File: src/rtl/contador_de_quantum.sv
// contador_de_quantum: quantum timer and preemption detector.
// Arms when the OS dispatches user program 1 or 2. It then counts retired
// user instructions against the sampled quantum. When the quantum expires
// or a HALT retires, it raises a one-cycle request to return to the OS.
// Finished programs are remembered so that they cannot be dispatched again.
module contador_de_quantum #(
  parameter int unsigned          QUANTUM_W   = 5,
  parameter int unsigned          OPCODE_W    = 6,
  parameter logic [OPCODE_W-1:0]  HALT_OPCODE = 6'b111111
) (
  input  logic                 clock,
  input  logic                 reset_n,
  input  logic [1:0]           jump_prog,
  input  logic [QUANTUM_W-1:0] quantum,
  input  logic [OPCODE_W-1:0]  opcode,
  input  logic                 instr_valid,
  output logic                 flag_faz_preempcao,
  output logic [1:0]           motivo,
  output logic [1:0]           processo_atual,
  output logic [QUANTUM_W-1:0] restante,
  output logic                 ativo,
  output logic [1:0]           finalizado
);

  typedef enum logic [1:0] {
    OCIOSO,
    EXECUTANDO,
    PREEMPCAO
  } estado_t;

  localparam logic [1:0] MOTIVO_NENHUM  = 2'b00;
  localparam logic [1:0] MOTIVO_QUANTUM = 2'b01;
  localparam logic [1:0] MOTIVO_HALT    = 2'b10;

  localparam logic [QUANTUM_W-1:0] UM = QUANTUM_W'(1);

  estado_t              estado;
  logic                 pode_despachar;
  logic                 eh_halt;
  logic [QUANTUM_W-1:0] quantum_carga;

  // A dispatch is accepted only for programs 1 and 2 that have not halted yet
  always_comb begin
    pode_despachar = 1'b0;
    case (jump_prog)
      2'd1:    pode_despachar = ~finalizado[0];
      2'd2:    pode_despachar = ~finalizado[1];
      default: pode_despachar = 1'b0;
    endcase
  end

  // Decode HALT, and load a zero quantum as one so a program always runs at least once
  always_comb begin
    eh_halt       = (opcode == HALT_OPCODE);
    quantum_carga = (quantum == '0) ? UM : quantum;
  end

  // Single FSM: state plus all registered (Moore) outputs
  always_ff @(posedge clock or negedge reset_n) begin
    if (!reset_n) begin
      estado             <= OCIOSO;
      flag_faz_preempcao <= 1'b0;
      motivo             <= MOTIVO_NENHUM;
      processo_atual     <= 2'd0;
      restante           <= '0;
      ativo              <= 1'b0;
      finalizado         <= 2'b00;
    end else begin
      case (estado)
        OCIOSO: begin
          flag_faz_preempcao <= 1'b0;
          if (pode_despachar) begin
            estado         <= EXECUTANDO;
            processo_atual <= jump_prog;
            restante       <= quantum_carga;
            motivo         <= MOTIVO_NENHUM;
            ativo          <= 1'b1;
          end
        end

        EXECUTANDO: begin
          if (instr_valid) begin
            if (eh_halt) begin
              // HALT wins over expiry. The remaining count is left untouched.
              estado             <= PREEMPCAO;
              motivo             <= MOTIVO_HALT;
              flag_faz_preempcao <= 1'b1;
              ativo              <= 1'b0;
              if (processo_atual == 2'd2) begin
                finalizado[1] <= 1'b1;
              end else begin
                finalizado[0] <= 1'b1;
              end
            end else begin
              restante <= restante - UM;
              if (restante == UM) begin
                estado             <= PREEMPCAO;
                motivo             <= MOTIVO_QUANTUM;
                flag_faz_preempcao <= 1'b1;
                ativo              <= 1'b0;
              end
            end
          end
        end

        PREEMPCAO: begin
          estado             <= OCIOSO;
          flag_faz_preempcao <= 1'b0;
          processo_atual     <= 2'd0;
          ativo              <= 1'b0;
        end

        default: begin
          estado             <= OCIOSO;
          flag_faz_preempcao <= 1'b0;
          processo_atual     <= 2'd0;
          ativo              <= 1'b0;
        end
      endcase
    end
  end

endmodule
File: config.mk
export PLATFORM = sky130hd
export DESIGN_NAME = contador_de_quantum
export DESIGN_NICKNAME = d
export VERILOG_FILES = /design/src/rtl/contador_de_quantum.sv
export SDC_FILE = /design/constraint.sdc
export NUM_CORES = 1
export LEC_CHECK = 0
export ABC_AREA = 0
export CORE_MARGIN = 1.5
export CORE_UTILIZATION = 49
export CTS_BUF_LIST = sky130_fd_sc_hd__clkbuf_4
export DETAILED_ROUTE_END_ITERATION = 8
export GPL_ROUTABILITY_DRIVEN = 0
export HOLD_SLACK_MARGIN = 0.12
export PLACE_DENSITY = 0.84
export SLEW_MARGIN = 0
export SYNTH_ARGS = -nofsm -noshare
export SYNTH_HDL_FRONTEND = slang
export SYNTH_SLANG_ARGS = --single-unit
File: constraint.sdc
create_clock -name clock -period 3.8 [get_ports clock]
set_input_delay 0.76 -clock clock [delete_from_list [all_inputs] [get_ports clock]]
set_output_delay 0.76 -clock clock [all_outputs]
set_load 0.01 [all_outputs]
==> results by group, run 1 <==
GRT
  – Total GRT Usage: 22.1%
  – Initial antenna violation count: 0
  – Global route overflow: 0
  – First-pass GRT wire length: 3190 µm
  – Largest net degree at the start of global routing: 15
  – Number of global-route vias before repair: 753

Synthesis
  – Register area share after synthesis: 42.0%
  – Most frequent cells after synthesis: dfrtp_1 (14), a21oi_1 (10), nand2_1 (10)
  – Syn_nets: 112
  – Number of synthesized flops with an enable pin: 0
  – Synthesized area per cell: 9.07 µm²
  – Cell taking the most area after synthesis: dfrtp_1
  – Yosys top cell area share: 42.0%
  – Cell with the most instances after synthesis: dfrtp_1
  – Dominant synthesized flop cell: dfrtp_1
  – FFs w/ async S/R, synth: 100%
  – Cell Area, Synth: 835 µm²
  – Yosys cell types: 35
  – Syn Inst Count: 92
  – Syn. warnings: 0
  – Synth area leaders: dfrtp_1 (42%), a21oi_1 (6.0%), ha_1 (6.0%)
  – Synth Register Bits: 14

Routing
  – Via count: 770
  – Wirelength per Cell: 14.1 µm
  – # DRC: 0
  – 1st-pass router iterations: 4
  – Vias per std cell: 5.62
  – Drt first-iter violations: 19
  – Antenna-violating nets left: 0
  – Routed WL: 1930 µm

Clocking
  – Sink Count: 14
  – Clk pin slew, worst setup/hold paths: 0.09 ns
  – PostCTS Resize Cnt: 0
  – Htree depth: 1
  – Worst skew pair latency: 0.29 ns
  – Root buf cell: clkbuf_4
  – CTS Buf Count: 3
  – Clk buf depth: 2
  – TritonCTS clock tree: built
  – Post-CTS Setup Bufs: 0
  – Cts hold-fix bufs: 0

STA
  – Setup_tns: 0 ns
  – Max Clock Skew: 0.00662 ns
  – Final hold vios: 0
  – Fin crit period: 2.30 ns
  – Final period util: 60.5%
  – Setup-failing EPs final: 0
  – Slew Viols, Final: 0
  – Worst-Margin Slew: 0.645 ns
  – RSZ-0062 raised after global routing: no
  – Max Clk Rate: 435 MHz
  – Slew margin rel.: 56.9%

Worst hold path
  – HP Start: finalizado[0]
  – Worst Hold Endpoint: finalizado[0]
  – Worst hold path depth: 1
  – Worst hold path type: reg -> reg

Setup path
  – Worst r2r src: restante[0]
  – Arrival time at the worst endpoint: 2.52 ns
  – WP data required: 4.02 ns
  – Crit Reg-Reg Endpoint: restante[4]
  – R2r worst-path depth: 6
  – CP Capture Type: register
  – Crit path kind: in -> reg
  – CP startpoint kind: primary input
  – FF-to-FF setup slack: 2.07 ns
  – Worst-path fanout max: 7

Finish
  – Fill count: 115
  – Ant diodes: 0
  – NumNets Final: 142
  – Area grow syn2layout: 36.9%
  – Share of cells above drive strength 1: 5.79%

Power and ir drop
  – Comb power frac: 51.5%
  – Switching part of the total: 39.3%
  – Net Sw Power: 293 µW
  – Total power: 746 µW
  – Internal power: 453 µW
  – Reg power frac: 36.6%
  – Leakage: 0.518 nW
  – PwrDens: 653 nW/µm²
  – Clock power share: 11.9%
  – Peak supply drop: 0.372 mV

Die
  – I/O pins: 29
  – Horiz. Die Dim: 44.3 µm
  – Rows: 14
  – Die Height: 44.3 µm
  – Core Footprint: 1540 µm²
  – Die Area: 1960 µm²
  – Starting Density: 54.1%

Place
  – PortBufs: 28
  – Post-DP HPWL: 1480 µm

Run status
  – Status: completed

Flow run
  – Max_cap viols: 0
critical path, cell delays in order:
cell and delay [ns]:
clkdlybuf4s50_1 0.50, inv_1 0.05, ha_1 0.28, nor2_1 0.16, o21ai_2 0.14, a21oi_1 0.39
mux2i_1 0.23
placed cells by master (no fill, tap or decap):
| master | count |
|---|---|
| o21ai_2 | 1 |
| clkdlybuf4s50_1 | 28 |
| clkbuf_4 | 3 |
| o21ai_0 | 5 |
| nor4b_1 | 1 |
| nand2_1 | 10 |
| o311a_1 | 1 |
| nand2b_1 | 2 |
| o2bb2ai_1 | 1 |
| ha_1 | 4 |
| o211a_1 | 1 |
| o211ai_1 | 1 |
| a21oi_1 | 10 |
| nor2_1 | 4 |
| a22oi_2 | 1 |
| or3b_1 | 1 |
| o31ai_1 | 1 |
| a31o_2 | 1 |
| clkinv_1 | 1 |
| a31oi_1 | 2 |
| or4_4 | 1 |
| a21o_1 | 2 |
| or4_1 | 1 |
| mux2i_1 | 1 |
| o21ai_1 | 2 |
| nand3_1 | 1 |
| nor3_1 | 1 |
| a22o_1 | 2 |
| o21a_1 | 1 |
| dfrtp_1 | 14 |
| or3_1 | 1 |
| and3_1 | 1 |
| nor2b_1 | 3 |
| a2bb2oi_1 | 1 |
| inv_1 | 9 |
| o311ai_1 | 1 |
power by group through the flow:
stage	logic (mW)	clock network (mW)	registers (mW)
after floorplan	0.213	0	0.280
after global routing	0.424	0.0948	0.283
final	0.384	0.0889	0.273
after global placement	0.378	0	0.276
after detailed placement	0.385	0	0.275
after CTS	0.387	0.0893	0.273
registers in the layout, indices dropped and copies added, names as in the netlist:
signal	flops
flag_faz_preempcao	1
motivo	2
restante	5
finalizado	2
estado	2
processo_atual	2
through the flow:
stage          util [%]  cells  setup slack, ns  cell area [µm²]  hold slack [ns]
4_1_cts            74.1    137             1.50             1140            0.500
3_3_place_gp       72.4    133             1.29             1120            0.483
6_report           74.1    137             1.50             1140            0.491
5_1_grt            74.1    137             1.41             1140            0.534
2_1_floorplan         -     92             1.93              835            0.464
3_5_place_dp       72.4    133             1.21             1120            0.481
cell type report:
| type | instances | area [µm²] | share of cell area, % |
|---|---|---|---|
| multi-input combinational | 66 | 432 | 37.8 |
| clock buffer | 3 | 22.5 | 1.97 |
| timing repair buffer | 28 | 280 | 24.5 |
| tap | 16 | 20.0 | 1.75 |
| inverter | 9 | 33.8 | 2.96 |
| clock inverter | 1 | 3.75 | 0.329 |
| sequential | 14 | 350 | 30.7 |
how the worst max path moves through the flow:
stage                       from     endpoint  slack, ns  cells past startpoint
finish              jump_prog[0]  restante[1]       1.50                      7
CTS                 jump_prog[0]  restante[1]       1.50                      7
detailed placement  jump_prog[0]  restante[1]       1.21                      7
floorplan           jump_prog[0]  restante[1]       1.93                      6
global route        jump_prog[0]  restante[1]       1.41                      7
global placement    jump_prog[0]  restante[1]       1.29                      7
cells by family after synthesis:
| group | after synthesis | share of synthesized area [%] |
|---|---|---|
| and+or+nand+nor | 27 | 17.1 |
| DFF | 14 | 42.0 |
| AOI/OAI and AO/OA | 34 | 27.4 |
| muxes | 1 | 1.20 |
| buffers and inverters | 12 | 6.30 |
| adders and majority gates | 4 | 6.00 |
metal layers:
| layer | up-vias | track usage (%) | part of all wire [%] |
|---|---|---|---|
| li1 | 387 | - | - |
| met1 | 355 | 28.8 | 45 |
| met2 | 24 | 36.5 | 49 |
| met3 | 4 | 3.67 | 4.3 |
| met4 | 0 | 9.09 | 1.4 |
| met5 | - | 0 | 0 |
No activity file was read; power rests on OpenSTA's default activity.
==> inputs of run 2 (changes only) <==
CORE_UTILIZATION = 46   (was 49)
PLACE_DENSITY = 0.79   (was 0.84)
clock period = 2.3 ns   (was 3.8 ns; I/O delays follow)
==> run 2 against run 1 <==
  * Sequential share of layout area shrank 0.40 points
  * Via count grew 3.1%
  * Cell count grew 6.6%
==> results by group, run 2 (same netlist as run 1, synthesis figures left out) <==
Setup path
  – CP Capture Type: register
  – Worst r2r src: restante[0]
  – CP max stage delay: 0.50 ns (about the same)
  – R2r worst-path depth: 6 (unchanged)
  – CP startpoint kind: primary input
  – Slowest cell on crit path: clkdlybuf4s50_1
  – FF-to-FF setup slack: 0.57 ns (-1.50 ns)
  – CP Cell Sequence: clkdlybuf4s50_1 -> inv_1 -> ha_1 -> nor2_1 -> o21a_1 -> o21ai_0 -> a22o_1
  – Crit Reg-Reg Endpoint: restante[4]
  – Arrival time at the worst endpoint: 2.06 ns (-0.46 ns)
  – Worst-path fanout max: 6 (-1)
  – WP data required: 2.47 ns (-1.55 ns)
  – Crit path kind: in -> reg

Clocking
  – Htree depth: 1 (unchanged)
  – Root buf cell: clkbuf_4
  – Post-CTS Setup Bufs: 0 (unchanged)
  – Clk pin slew, worst setup/hold paths: 0.08 ns (about the same)
  – Worst skew pair latency: 0.28 ns (about the same)
  – Clk buf depth: 2 (unchanged)
  – Cts hold-fix bufs: 0 (unchanged)
  – Sink Count: 14 (unchanged)
  – TritonCTS clock tree: built
  – PostCTS Resize Cnt: 0 (unchanged)
  – CTS Buf Count: 3 (unchanged)

Routing
  – # DRC: 0 (unchanged)
  – Wirelength per Cell: 13.7 µm (-2.4%)
  – Antenna-violating nets left: 0 (unchanged)
  – Vias per std cell: 5.44 (-3.2%)
  – Via count: 794 (+3.1%)
  – 1st-pass router iterations: 4 (unchanged)
  – Routed WL: 2000 µm (+4.0%)
  – Drt first-iter violations: 26 (+7)

Finish
  – Most common cell after layout, fill and taps aside: clkdlybuf4s50_1
  – Ant diodes: 0 (unchanged)
  – Design area: 1160 µm² (+1.3%)
  – NumNets Final: 143 (+0.70%)
  – Area grow syn2layout: 38.7%
  – Most frequent cells in the layout: clkdlybuf4s50_1 (28), dfrtp_1 (14), nand2_1 (10), a21oi_1 (10), inv_1 (9)
  – Max reg flops: 5 (unchanged)
  – Share of cells above drive strength 1: 6.61% (+0.83 points)
  – Layout Cells excl Fill: 146 (+6.6%)
  – Largest Register: restante

GRT
  – Total GRT Usage: 22.4% (+0.29 points)
  – First-pass GRT wire length: 3310 µm (+3.7%)
  – Global route overflow: 0 (unchanged)
  – Initial antenna violation count: 0 (unchanged)
  – Largest net degree at the start of global routing: 15 (unchanged)
  – Number of global-route vias before repair: 741 (-1.6%)

Die
  – Rows: 15 (+1)
  – Die Area: 2080 µm² (+6.1%)
  – Starting Density: 48.9% (-5.3 points)
  – Horiz. Die Dim: 45.6 µm (+3.0%)
  – Die Height: 45.6 µm (+3.0%)
  – I/O pins: 29 (unchanged)
  – Core Footprint: 1710 µm² (+11%)

Worst hold path
  – Worst hold path type: reg -> reg
  – HP Start: finalizado[0]
  – Worst hold path depth: 1 (unchanged)
  – Worst Hold Endpoint: finalizado[0]

STA
  – Final period util: 82.3%
  – Worst-Margin Slew: 0.631 ns (-0.0136 ns)
  – Final hold vios: 0 (unchanged)
  – Fin crit period: 1.89 ns
  – Setup_tns: 0 ns (unchanged)
  – Max Clk Rate: 528 MHz
  – Setup-failing EPs final: 0 (unchanged)
  – RSZ-0062 raised after global routing: no
  – Slew margin rel.: 57.8% (+0.91 points)
  – Max Clock Skew: 0.00390 ns (-0.00273 ns)
  – Slew Viols, Final: 0 (unchanged)

Place
  – Area post-placement: 1130 µm² (+1.7%)
  – PortBufs: 28 (unchanged)
  – Post-Place Cells: 143 (+7.5%)
  – Post-DP HPWL: 1560 µm (+5.2%)

Power and ir drop
  – PwrDens: 1070 nW/µm² (+63%)
  – Comb power frac: 51.9% (+0.4 points)
  – Net Sw Power: 485 µW (+65%)
  – Total power: 1.23 mW (+65%)
  – Internal power: 749 µW (+65%)
  – Peak supply drop: 0.582 mV (+56%)
  – Clock power share: 11.3% (-0.6 points)
  – Switching part of the total: 39.3% (+0.040 points)
  – Leakage: 0.521 nW (+0.52%)
  – Reg power frac: 36.8% (+0.2 points)

Flow run
  – Max_cap viols: 0 (unchanged)

Run status
  – Status: completed
## run 2: cell count changes in the layout (fill, tap and decap cells not counted), sizes merged
| cell | before | now |
|---|---|---|
| buf | 0 | 1 |
| clkinv | 1 | 0 |
## run 2: final cells by class
type | count | area (µm²)
Sequential cell | 14 | 350
Fill cell | 146 | 551
Multi-Input combinational cell | 66 | 432
Clock buffer | 3 | 22.5
Timing Repair Buffer | 29 | 288
Inverter | 9 | 33.8
Tap cell | 25 | 31.3
## run 2: worst max path at each step
stage,cells past startpoint,start,to
after detailed placement,7,jump_prog[0],restante[1]
final,7,jump_prog[0],restante[4]
after CTS,7,jump_prog[0],restante[1]
after global routing,7,jump_prog[0],restante[1]
after global placement,7,jump_prog[0],restante[4]
after floorplan,6,restante[0],restante[4]
## run 2: per-layer routing
metal	part of all wire, %	up-vias	track usage [%]	routed length (µm)
li1	-	390	-	-
met1	46	377	30.3	916
met2	49	25	36.3	982
met3	4.3	2	3.57	87
met4	0.80	0	7.06	16
met5	0	-	0	0
## run 2: worst max-delay path, delay by kind of cell
kind / cells / cell delay, ns
AO/OA/AOI/OAI: 3 / 0.62
AND/OR/NAND/NOR: 1 / 0.15
buffers and inverters: 2 / 0.55
adder cells (fa/ha/maj): 1 / 0.28
## run 2: power by group through the flow
stage	registers (mW)	logic, mW	clock network [mW]
2_1_floorplan	0.463	0.351	0
3_3_place_gp	0.452	0.631	0
3_5_place_dp	0.455	0.640	0
4_1_cts	0.451	0.644	0.145
5_1_grt	0.472	0.711	0.151
6_report	0.454	0.640	0.139
## run 2: metrics by stage
step	util, %	hold WS (ns)	setup slack (ns)
floorplan	-	0.164	0.686
CTS	67.8	0.511	0.399
detailed placement	66.4	0.492	0.106
global route	67.8	0.532	0.312
global placement	66.4	0.480	0.162
finish	67.8	0.498	0.406
